[src/rtl/cmsdk_ahb_arb_pkg.sv]
// cmsdk_ahb_arb_pkg
// Shared encodings and the address-phase control payload for the two-port
// AHB-Lite arbiter (cmsdk_ahb_arb2) and its per-port hold register.
// Optional feature macro used by importers: ARM_CMSDK_AHB_ARB_BURST_HOLD_EN.
package cmsdk_ahb_arb_pkg;

    // Data bus width of every port.
    localparam int unsigned DW      = 32;
    // Width of the data-phase owner code.
    localparam int unsigned OWNER_W = 2;

    // HTRANS encodings.
    localparam logic [1:0] HTRANS_IDLE   = 2'b00;
    localparam logic [1:0] HTRANS_BUSY   = 2'b01;
    localparam logic [1:0] HTRANS_NONSEQ = 2'b10;
    localparam logic [1:0] HTRANS_SEQ    = 2'b11;

    // HRESP encodings.
    localparam logic HRESP_OKAY  = 1'b0;
    localparam logic HRESP_ERROR = 1'b1;

    // Data-phase owner codes; OWNER_NONE means no transfer is in its data phase.
    localparam logic [OWNER_W-1:0] OWNER_M0   = 2'b00;
    localparam logic [OWNER_W-1:0] OWNER_M1   = 2'b01;
    localparam logic [OWNER_W-1:0] OWNER_NONE = 2'b10;

    // Address-phase control fields carried alongside the address.
    typedef struct packed {
        logic [1:0] trans;
        logic [2:0] size;
        logic       write;
    } ahb_ctrl_t;

endpackage : cmsdk_ahb_arb_pkg

[src/rtl/cmsdk_ahb_arb_holdreg.sv]
// cmsdk_ahb_arb_holdreg
// One slave port's capture register and stall logic. A live request that the
// port was told is accepted (ready high) but that the shared bus did not take
// is parked here; the port is then stalled until the parked transfer has had
// its address phase accepted downstream.
//
// Ports:
//   clk, rst_n      clock and synchronous active-low reset
//   s_addr, s_ctrl  address and control presented by the port
//   s_ready         port-side HREADY
//   data_own        this port owns the current data phase
//   hreadym         downstream HREADY
//   grant_c         this port drives the shared address phase this cycle
//   cand_c          port has a transfer to offer (held or live)
//   src_addr_c      address to offer (held copy has priority)
//   src_ctrl_c      control to offer (held copy has priority)
//   hready_out_c    ready returned to the port
module cmsdk_ahb_arb_holdreg
    import cmsdk_ahb_arb_pkg::*;
#(
    parameter int unsigned AW = 32
) (
    input  logic          clk,
    input  logic          rst_n,
    input  logic [AW-1:0] s_addr,
    input  ahb_ctrl_t     s_ctrl,
    input  logic          s_ready,
    input  logic          data_own,
    input  logic          hreadym,
    input  logic          grant_c,
    output logic          cand_c,
    output logic [AW-1:0] src_addr_c,
    output ahb_ctrl_t     src_ctrl_c,
    output logic          hready_out_c
);

    logic          hold_valid;
    logic [AW-1:0] hold_addr;
    ahb_ctrl_t     hold_ctrl;

    logic live_c;
    logic accept_c;
    logic capture_c;

    // IDLE and BUSY never count as requests; nothing is live while in reset.
    assign live_c = rst_n & s_ready &
                    (s_ctrl.trans != HTRANS_IDLE) &
                    (s_ctrl.trans != HTRANS_BUSY);

    assign accept_c = grant_c & hreadym;

    // Stall while a parked transfer is pending; otherwise the data-phase owner
    // follows the downstream ready and everyone else sees ready.
    always_comb begin
        hready_out_c = 1'b1;
        if (hold_valid) begin
            hready_out_c = 1'b0;
        end else if (data_own) begin
            hready_out_c = hreadym;
        end
    end

    // Park a request the port believes was taken but the bus did not accept.
    // A port stalled as data-phase owner keeps its request itself.
    assign capture_c = live_c & ~accept_c & hready_out_c;

    assign cand_c     = rst_n & (hold_valid | live_c);
    assign src_addr_c = hold_valid ? hold_addr : s_addr;
    assign src_ctrl_c = hold_valid ? hold_ctrl : s_ctrl;

    // Capture register; capture and clear are mutually exclusive because
    // capture needs ready high, which implies the register is empty.
    always_ff @(posedge clk) begin
        if (!rst_n) begin
            hold_valid <= 1'b0;
            hold_addr  <= '0;
            hold_ctrl  <= '0;
        end else if (capture_c) begin
            hold_valid <= 1'b1;
            hold_addr  <= s_addr;
            hold_ctrl  <= s_ctrl;
        end else if (hold_valid && accept_c) begin
            hold_valid <= 1'b0;
        end
    end

endmodule : cmsdk_ahb_arb_holdreg

[src/rtl/cmsdk_ahb_arb2.sv]
// cmsdk_ahb_arb2
// Two-port AHB-Lite arbiter: slave port 0 (CPU) and slave port 1 (DMA) share
// one downstream AHB-Lite master port. Uncontended owner requests pass through
// with no added latency; a losing request is parked in its port's hold
// register and the port is stalled until the parked transfer is issued.
// Arbitration is round-robin and happens only while HREADYM is high.
//
// Build option: define ARM_CMSDK_AHB_ARB_BURST_HOLD_EN to let an owner that
// presents SEQ keep the bus for the rest of its burst.
//
// Ports:
//   HCLK, HRESETn                      clock, synchronous active-low reset
//   HADDRSx/HTRANSSx/HSIZESx/HWRITESx  address phase from port x
//   HWDATASx, HREADYSx                 write data and port-side HREADY
//   HREADYOUTSx/HRESPSx/HRDATASx       response back to port x
//   HADDRM/HTRANSM/HSIZEM/HWRITEM      shared downstream address phase
//   HWDATAM                            write data of the data-phase owner
//   HREADYM/HRESPM/HRDATAM             downstream response
//   HMASTERM                           current address-phase owner index
module cmsdk_ahb_arb2
    import cmsdk_ahb_arb_pkg::*;
#(
    parameter int unsigned AW     = 32,
    parameter int unsigned PARK_M = 0
) (
    input  logic          HCLK,
    input  logic          HRESETn,
    input  logic [AW-1:0] HADDRS0,
    input  logic [1:0]    HTRANSS0,
    input  logic [2:0]    HSIZES0,
    input  logic          HWRITES0,
    input  logic [DW-1:0] HWDATAS0,
    input  logic          HREADYS0,
    output logic          HREADYOUTS0,
    output logic          HRESPS0,
    output logic [DW-1:0] HRDATAS0,
    input  logic [AW-1:0] HADDRS1,
    input  logic [1:0]    HTRANSS1,
    input  logic [2:0]    HSIZES1,
    input  logic          HWRITES1,
    input  logic [DW-1:0] HWDATAS1,
    input  logic          HREADYS1,
    output logic          HREADYOUTS1,
    output logic          HRESPS1,
    output logic [DW-1:0] HRDATAS1,
    output logic [AW-1:0] HADDRM,
    output logic [1:0]    HTRANSM,
    output logic [2:0]    HSIZEM,
    output logic          HWRITEM,
    output logic [DW-1:0] HWDATAM,
    input  logic          HREADYM,
    input  logic          HRESPM,
    input  logic [DW-1:0] HRDATAM,
    output logic          HMASTERM
);

    localparam logic PARK_IDX = 1'(PARK_M);

    // Address-phase owner (also the most recent grant) and data-phase owner.
    logic               owner_q;
    logic [OWNER_W-1:0] downer_q;

    ahb_ctrl_t     ctrl0_c;
    ahb_ctrl_t     ctrl1_c;
    logic [1:0]    cand_c;
    logic [AW-1:0] src_addr_c [2];
    ahb_ctrl_t     src_ctrl_c [2];
    logic [1:0]    hready_out_c;
    logic [1:0]    port_grant_c;

    logic          grant_c;
    logic          keep_c;
    logic          issue_c;
    logic          switch_c;
    ahb_ctrl_t     sel_ctrl_c;
    logic [AW-1:0] sel_addr_c;
    logic [1:0]    trans_c;

    assign ctrl0_c = '{trans: HTRANSS0, size: HSIZES0, write: HWRITES0};
    assign ctrl1_c = '{trans: HTRANSS1, size: HSIZES1, write: HWRITES1};

    // Per-port capture registers and stall logic.
    cmsdk_ahb_arb_holdreg #(.AW(AW)) u_hold0 (
        .clk          (HCLK),
        .rst_n        (HRESETn),
        .s_addr       (HADDRS0),
        .s_ctrl       (ctrl0_c),
        .s_ready      (HREADYS0),
        .data_own     (downer_q == OWNER_M0),
        .hreadym      (HREADYM),
        .grant_c      (port_grant_c[0]),
        .cand_c       (cand_c[0]),
        .src_addr_c   (src_addr_c[0]),
        .src_ctrl_c   (src_ctrl_c[0]),
        .hready_out_c (hready_out_c[0])
    );

    cmsdk_ahb_arb_holdreg #(.AW(AW)) u_hold1 (
        .clk          (HCLK),
        .rst_n        (HRESETn),
        .s_addr       (HADDRS1),
        .s_ctrl       (ctrl1_c),
        .s_ready      (HREADYS1),
        .data_own     (downer_q == OWNER_M1),
        .hreadym      (HREADYM),
        .grant_c      (port_grant_c[1]),
        .cand_c       (cand_c[1]),
        .src_addr_c   (src_addr_c[1]),
        .src_ctrl_c   (src_ctrl_c[1]),
        .hready_out_c (hready_out_c[1])
    );

    // Owner keeps the bus mid-burst only when burst hold is built in.
    always_comb begin
        keep_c = 1'b0;
`ifdef ARM_CMSDK_AHB_ARB_BURST_HOLD_EN
        keep_c = cand_c[owner_q] & (src_ctrl_c[owner_q].trans == HTRANS_SEQ);
`endif
    end

    // Round-robin grant; ownership is frozen while the downstream is waited.
    always_comb begin
        grant_c = owner_q;
        if (HREADYM) begin
            unique case (cand_c)
                2'b01:   grant_c = 1'b0;
                2'b10:   grant_c = 1'b1;
                2'b11:   grant_c = keep_c ? owner_q : ~owner_q;
                default: grant_c = owner_q;
            endcase
        end
    end

    assign issue_c      = cand_c[grant_c];
    assign switch_c     = grant_c != owner_q;
    assign sel_addr_c   = src_addr_c[grant_c];
    assign sel_ctrl_c   = src_ctrl_c[grant_c];
    assign port_grant_c = {issue_c & grant_c, issue_c & ~grant_c};

    // Shared address phase; a SEQ following a change of owner becomes NONSEQ
    // because the downstream slave never saw the start of that burst.
    always_comb begin
        trans_c = HTRANS_IDLE;
        HADDRM  = '0;
        HSIZEM  = '0;
        HWRITEM = 1'b0;
        if (issue_c) begin
            trans_c = (switch_c && (sel_ctrl_c.trans == HTRANS_SEQ)) ?
                      HTRANS_NONSEQ : sel_ctrl_c.trans;
            HADDRM  = sel_addr_c;
            HSIZEM  = sel_ctrl_c.size;
            HWRITEM = sel_ctrl_c.write;
        end
    end

    assign HTRANSM  = trans_c;
    assign HMASTERM = grant_c;

    // Ownership advances only on accepted address phases.
    always_ff @(posedge HCLK) begin
        if (!HRESETn) begin
            owner_q  <= PARK_IDX;
            downer_q <= OWNER_NONE;
        end else if (HREADYM) begin
            owner_q  <= grant_c;
            downer_q <= trans_c[1] ? {1'b0, grant_c} : OWNER_NONE;
        end
    end

    // Write data follows the data-phase owner.
    always_comb begin
        unique case (downer_q)
            OWNER_M0: HWDATAM = HWDATAS0;
            OWNER_M1: HWDATAM = HWDATAS1;
            default:  HWDATAM = '0;
        endcase
    end

    // Responses: the data-phase owner sees the downstream response, the other
    // port sees OKAY (both cycles of an ERROR go to the owner only).
    always_comb begin
        HRESPS0 = HRESP_OKAY;
        HRESPS1 = HRESP_OKAY;
        if (HRESPM == HRESP_ERROR) begin
            HRESPS0 = (downer_q == OWNER_M0) ? HRESP_ERROR : HRESP_OKAY;
            HRESPS1 = (downer_q == OWNER_M1) ? HRESP_ERROR : HRESP_OKAY;
        end
    end

    assign HREADYOUTS0 = hready_out_c[0];
    assign HREADYOUTS1 = hready_out_c[1];
    assign HRDATAS0    = HRDATAM;
    assign HRDATAS1    = HRDATAM;

endmodule : cmsdk_ahb_arb2

[config.mk]
export PLATFORM = sky130hd
export DESIGN_NAME = cmsdk_ahb_arb2
export DESIGN_NICKNAME = d
export VERILOG_FILES = /design/src/rtl/cmsdk_ahb_arb_pkg.sv /design/src/rtl/cmsdk_ahb_arb_holdreg.sv /design/src/rtl/cmsdk_ahb_arb2.sv
export SDC_FILE = /design/constraint.sdc
export NUM_CORES = 1
export LEC_CHECK = 0
export ABC_AREA = 1
export BUFFER_PORTS_ARGS = -buffer_cell sky130_fd_sc_hd__buf_2
export CORE_AREA = 2 2 122 124
export DETAILED_ROUTE_END_ITERATION = 10
export DIE_AREA = 0 0 124 126
export PLACE_DENSITY = 0.8
export SYNTH_ARGS = -nofsm -noshare
export SYNTH_HDL_FRONTEND = slang
export SYNTH_SLANG_ARGS = --single-unit
export TNS_END_PERCENT = 30
[constraint.sdc]
create_clock -name HCLK -period 4.95 [get_ports HCLK]
set_input_delay 0.99 -clock HCLK [delete_from_list [all_inputs] [get_ports HCLK]]
set_output_delay 0.99 -clock HCLK [all_outputs]
set_load 0.005 [all_outputs]
After elaboration in Yosys (flattened, before gate mapping). Cells that the tools add are included. W data, S select, Z words.

Magnitude comparators: 2. Eq/ne operators: 8. Mux-type cells: 33. Bitwise operators: 23. Reductions and logical operators: 8.

Operators by type and width (number): $mux W32 (6); $pmux W32 S2 (1); $mux W6 (5); $and A1 B1 Y1 (16); $mux W1 (16); $reduce_bool A2 Y1 (4); $eq A2 B2 Y1 const B (3); $mux W2 (3); $eq A2 B1 Y1 const B (2); $ne A2 B1 Y1 const B (2); $not A1 Y1 (4); $logic_and A1 B1 Y1 (3); $mux W3 (1); $pmux W1 S3 (1); $ge A2 B2 Y1 const B (1); $logic_not A2 Y1 (1); $lt A1 B2 Y1 const B (1); $not A1 Y2 (1); $or A1 B1 Y1 (2); $ne A1 B1 Y1 (1).

Register bits: 81. Input bits: 178. Output and inout port bits: 139.

Depth between registers and ports, before layout.
Depth in word-level cells: 17. Mapped depth: 12. Gate-level depth less buffers: 11.

Hierarchy. Synthesis repeated with hierarchy kept, for this count alone.

Cells, all modules: 886. Area, all modules: 5706.7 sq um.

Modules (own cells, without submodules): cmsdk_ahb_arb_holdreg (times used 2, cells each 344, area each 2118.3 sq um, seq. area each 780.7 sq um); cmsdk_ahb_arb2 (times used 1, cells each 198, area each 1470.2 sq um, seq. area each 60.1 sq um).

Worst setup path before layout. No wires, ideal clock.

Path kind: input -> output. Start: input port HRESETn. End: output port HADDRM[10]. Data arrival time: 2034 ps. Data required time: 3960 ps. Path slack: 1926 ps. Stages on the path: 6. Buffers on the path: 2. Cell sequence: buf_4 -> inv_1 -> a21oi_1 -> nand3_1 -> buf_2 -> o22ai_1.

Cells in the longest elaborated chain, start to end: 13. Elaborated cells between the ends (all ways): 22.

RTL lines: start, declared (RTL line cmsdk_ahb_arb2.sv:27) `input logic HRESETn,`; $and A1 B1 Y1 (2 in series) (RTL line cmsdk_ahb_arb_holdreg.sv:46) `assign live_c = rst_n & s_ready &`; $and A1 B1 Y1 (RTL line cmsdk_ahb_arb_holdreg.sv:47) `(s_ctrl.trans != HTRANS_IDLE) &`; $or A1 B1 Y1 (RTL line cmsdk_ahb_arb_holdreg.sv:67) `assign cand_c = rst_n & (hold_valid | live_c);`; $and A1 B1 Y1 (RTL line cmsdk_ahb_arb_holdreg.sv:67); $eq A2 B2 Y1 or $eq A2 B1 Y1 (tied branches) (RTL line cmsdk_ahb_arb2.sv:125) `unique case (cand_c)`; $pmux W1 S3 (RTL line cmsdk_ahb_arb2.sv:125); $mux W1 (RTL line cmsdk_ahb_arb2.sv:124) `if (HREADYM) begin`; $not A1 Y2 (not written as such) (RTL line cmsdk_ahb_arb2.sv:136) `assign sel_addr_c = src_addr_c[grant_c];`; $mux W32 (not written as such) (3 in series) (RTL line cmsdk_ahb_arb2.sv:136); $mux W32 (*) (RTL line cmsdk_ahb_arb2.sv:147) `if (issue_c) begin`; end, declared (RTL line cmsdk_ahb_arb2.sv:46) `output logic [AW-1:0] HADDRM,`.

Mark *: on every way between the ends. The rest lies on a longest branch, timed or not. The select of a mux whose other input is x is not followed.

Final worst setup path. Same ends and word-level chain as after synthesis.

==> results.rst <==
.. list-table::
   :header-rows: 1

   * - Metric
     - Value
   * - Outcome
     - completed
   * - Routed length per placed instance
     - 15.6 µm
   * - Number of vias in the routed layout
     - around 5700
   * - Maximum vdd ir drop
     - 0.000140 V
   * - Number of distinct library cells after synthesis
     - 23
   * - Root buf cell
     - clkbuf_16
   * - Cell area after placement
     - 5930 µm²
   * - Avg Cell Area, Syn
     - 6.49 µm²
   * - Worst clock skew
     - 7.69 ps
   * - Accumulated negative setup slack
     - 0 ps
   * - Half-perimeter wire length of the detailed placement result
     - 12800 µm
   * - Worst skew pair latency
     - 340 ps
   * - Total global routing overflow
     - 0
   * - HP Class
     - flip-flop to flip-flop
   * - Post-route core utilization
     - 0.434
   * - Count of maximum capacitance violations
     - 0
   * - Vias per std cell
     - just over 5
   * - Number of DRC markers in iteration 0
     - 424
   * - H-tree depth
     - 3
   * - Post-Synthesis Net Count
     - 996
   * - Critical path fanouts, max
     - 27
   * - Post-CTS Setup Inserts
     - 0
   * - Total wirelength of the detailed-routed design
     - 17500 µm
   * - Number of warnings issued by yosys
     - 0
   * - Max-slew headroom at the worst pin
     - 0.300
   * - Number of buffers inserted by port buffering
     - 220
   * - Critical path data required time
     - slightly below 4000 ps
   * - Number of buffers on the longest clock path
     - 2
   * - Die Area
     - about 16000 µm²
   * - Area of the placeable core
     - 14300 µm²
   * - Top delay family on crit path
     - simple AND/OR/NAND/NOR gates
   * - Critical path class
     - input pin to primary output
   * - Time the worst path needs with I/O delays and setup
     - around 3700 ps
   * - Final layout net count
     - 1116
   * - Via count of the first global-routing pass
     - 5120
   * - Period Utilization, post-route
     - 0.754
   * - Remaining design rule violation count
     - 0
   * - Maximum number of pins on one net before global-route repair
     - 75
   * - Worst-path cell chain
     - buf_2 -> nand3_2 -> nand3_2 -> nand3_2 -> nand2_2 -> nand2_1 -> buf_4 -> o22ai_1 -> buf_2
   * - Antenna Violating Nets Remaining
     - 0
   * - Setup repair after global routing missed its margin
     - no
   * - Top-area cell type share of the netlist area
     - 0.305
   * - Filler cell count in the final layout
     - 1535
   * - Wire length of the first global-routing pass
     - 26300 µm
   * - Largest cells by area after synthesis
     - dfxtp_1, nand2_1, buf_4, nand3_1, mux2i_1
   * - Power per unit of standard cell area
     - approximately 280 nW/µm²
   * - Number of CTS-inserted buffers
     - 9
   * - Actual transition at the worst max-transition pin
     - 1050 ps
   * - Register bit total from synthesis
     - 81
   * - Max-slew violation count
     - 0
   * - Placer congestion estimate
     - just over 0.8
   * - Combined buffer and inverter count along the critical path
     - 3
   * - Total track usage
     - 0.219
   * - Die height
     - 126 µm
   * - Number of instances in the synthesized netlist
     - approximately 820
   * - Overall Power
     - ~0.0017 W
   * - Total setup violations reported at the end of the flow
     - 0
   * - Width of the die
     - 124 µm
   * - Worst R2R Setup Slack
     - 2680 ps
   * - Post_cts resized
     - 0
   * - Top library cells by usage in the layout, fill and taps aside
     - nand2_1, buf_2, nand3_1
   * - Clk sinks
     - 81
   * - Most numerous cell on the critical path
     - nand3_2
   * - Clock tree from TritonCTS
     - yes
   * - Upper clock frequency limit
     - 0.268 GHz
   * - Sequential fraction of the synthesis area
     - 0.305
   * - Area taken by flip-flops and latches
     - 1620 µm²
   * - Starting Density
     - 0.371
   * - Multi-input gate area in the final layout
     - 2700 µm²
   * - Total I/O pin count
     - 317
   * - Placement Rows
     - 44
   * - Arrival @ worst endpoint
     - 2740 ps
   * - Final-report hold violation count
     - 0
   * - Static Leakage
     - 3.38 nW
   * - Master of the slowest instance on the critical path
     - buf_4
   * - Summed area of non-filler cells in the final layout
     - 6220 µm²
   * - Number of buffers inserted for hold repair after clock tree synthesis
     - 0
   * - First-pass iteration count of the detailed router
     - 5
   * - Fraction of final layout cells with drive strength greater than 1
     - 0.276
   * - Crit path capture type
     - primary output
   * - Category of the worst setup path launch point
     - input pin
   * - Clock slew at reported path FFs
     - approximately 60 ps
   * - Antenna violations before repair
     - 4
   * - Most common cell after layout, fill and taps aside
     - nand2_1
   * - Area of the mapped netlist
     - 5310 µm²
   * - Worst Setup Slack, final
     - 1220 ps
   * - Pre-CTS worst setup slack
     - 1240 ps
   * - Area growth from synthesis to layout
     - 17.1%
   * - Leading area contributor after synthesis
     - dfxtp_1
   * - Delay of the slowest critical-path stage
     - 390 ps
==> worst reg2reg max path, cell delays in order (launching register included) <==
cell	delay [ps]
dfxtp_1	390
nand2_1	140
nand3_2	100
nand3_2	120
nand2_2	90
nand3_2	60
buf_4	360
nand2_1	180
inv_2	530
nor2_1	120
nor2_1	110
==> per-stage QoR <==
| stage | cells | hold slack [ps] |
|---|---|---|
| final | 1127 | 464 |
| after floorplan | 818 | 435 |
| after global routing | 1127 | 481 |
| after global placement | 1111 | 443 |
| after CTS | 1126 | 465 |
| after detailed placement | 1111 | 453 |
==> worst paths after layout <==
kind,endpoint,depth (start not counted),start
worst max register to register,u_hold0.hold_addr[14],10,u_hold0.hold_valid
worst max-delay path,HADDRM[10],9,HRESETn
worst min-delay path,u_hold1.hold_addr[24],2,u_hold1.hold_addr[24]
worst min register to register,u_hold1.hold_addr[24],2,u_hold1.hold_addr[24]
==> routing by layer <==
layer,up-vias,routed length [µm],GRT usage
met4,6,440,0.0892
met2,229,8050,0.350
met3,47,1520,0.0652
li1,2817,-,-
met1,2580,7480,0.275
met5,-,44,0
==> cell type report <==
class,count,share of cell area
inverter,56,0.0338
multi-input combinational,561,0.433
timing repair buffer,229,0.188
clock buffer,13,0.0402
sequential,81,0.261
tap,184,0.0370
antenna,1,0.000402
clock inverter,2,0.00624
==> synth_stat cells (all sizes together) <==
library cell,instances
o22ai,36
clkbuf,22
a21oi,5
mux2i,36
buf,98
nand3,118
o21a,2
o21ai,43
inv,56
nand4,1
dfxtp,81
nor2,83
nor3,2
nand2,235
==> kinds of logic (layout without fill, tap and decap cells) <==
family          after synthesis  count (layout)  synth area share
mux                          36              36            0.0679
buf+inv                     176             300             0.189
other cells                   0               1                 0
simple gates                439             439             0.347
flops                        81              81             0.305
compound gates               86              86            0.0912
==> registers in the layout, summed over array words and instances (netlist names) <==
register,flops
u_hold1.hold_ctrl,6
downer_q,2
owner_q,1
u_hold0.hold_valid,1
u_hold1.hold_addr,32
u_hold1.hold_valid,1
u_hold0.hold_ctrl,6
u_hold0.hold_addr,32
==> power breakdown <==
part | switching [W] | total [W] | internal, W
logic | 0.000212 | 0.000357 | 0.000145
registers | 0.0000199 | 0.000709 | 0.000689
clock network | 0.000261 | 0.000665 | 0.000403
(Power assumes the default switching activity.)
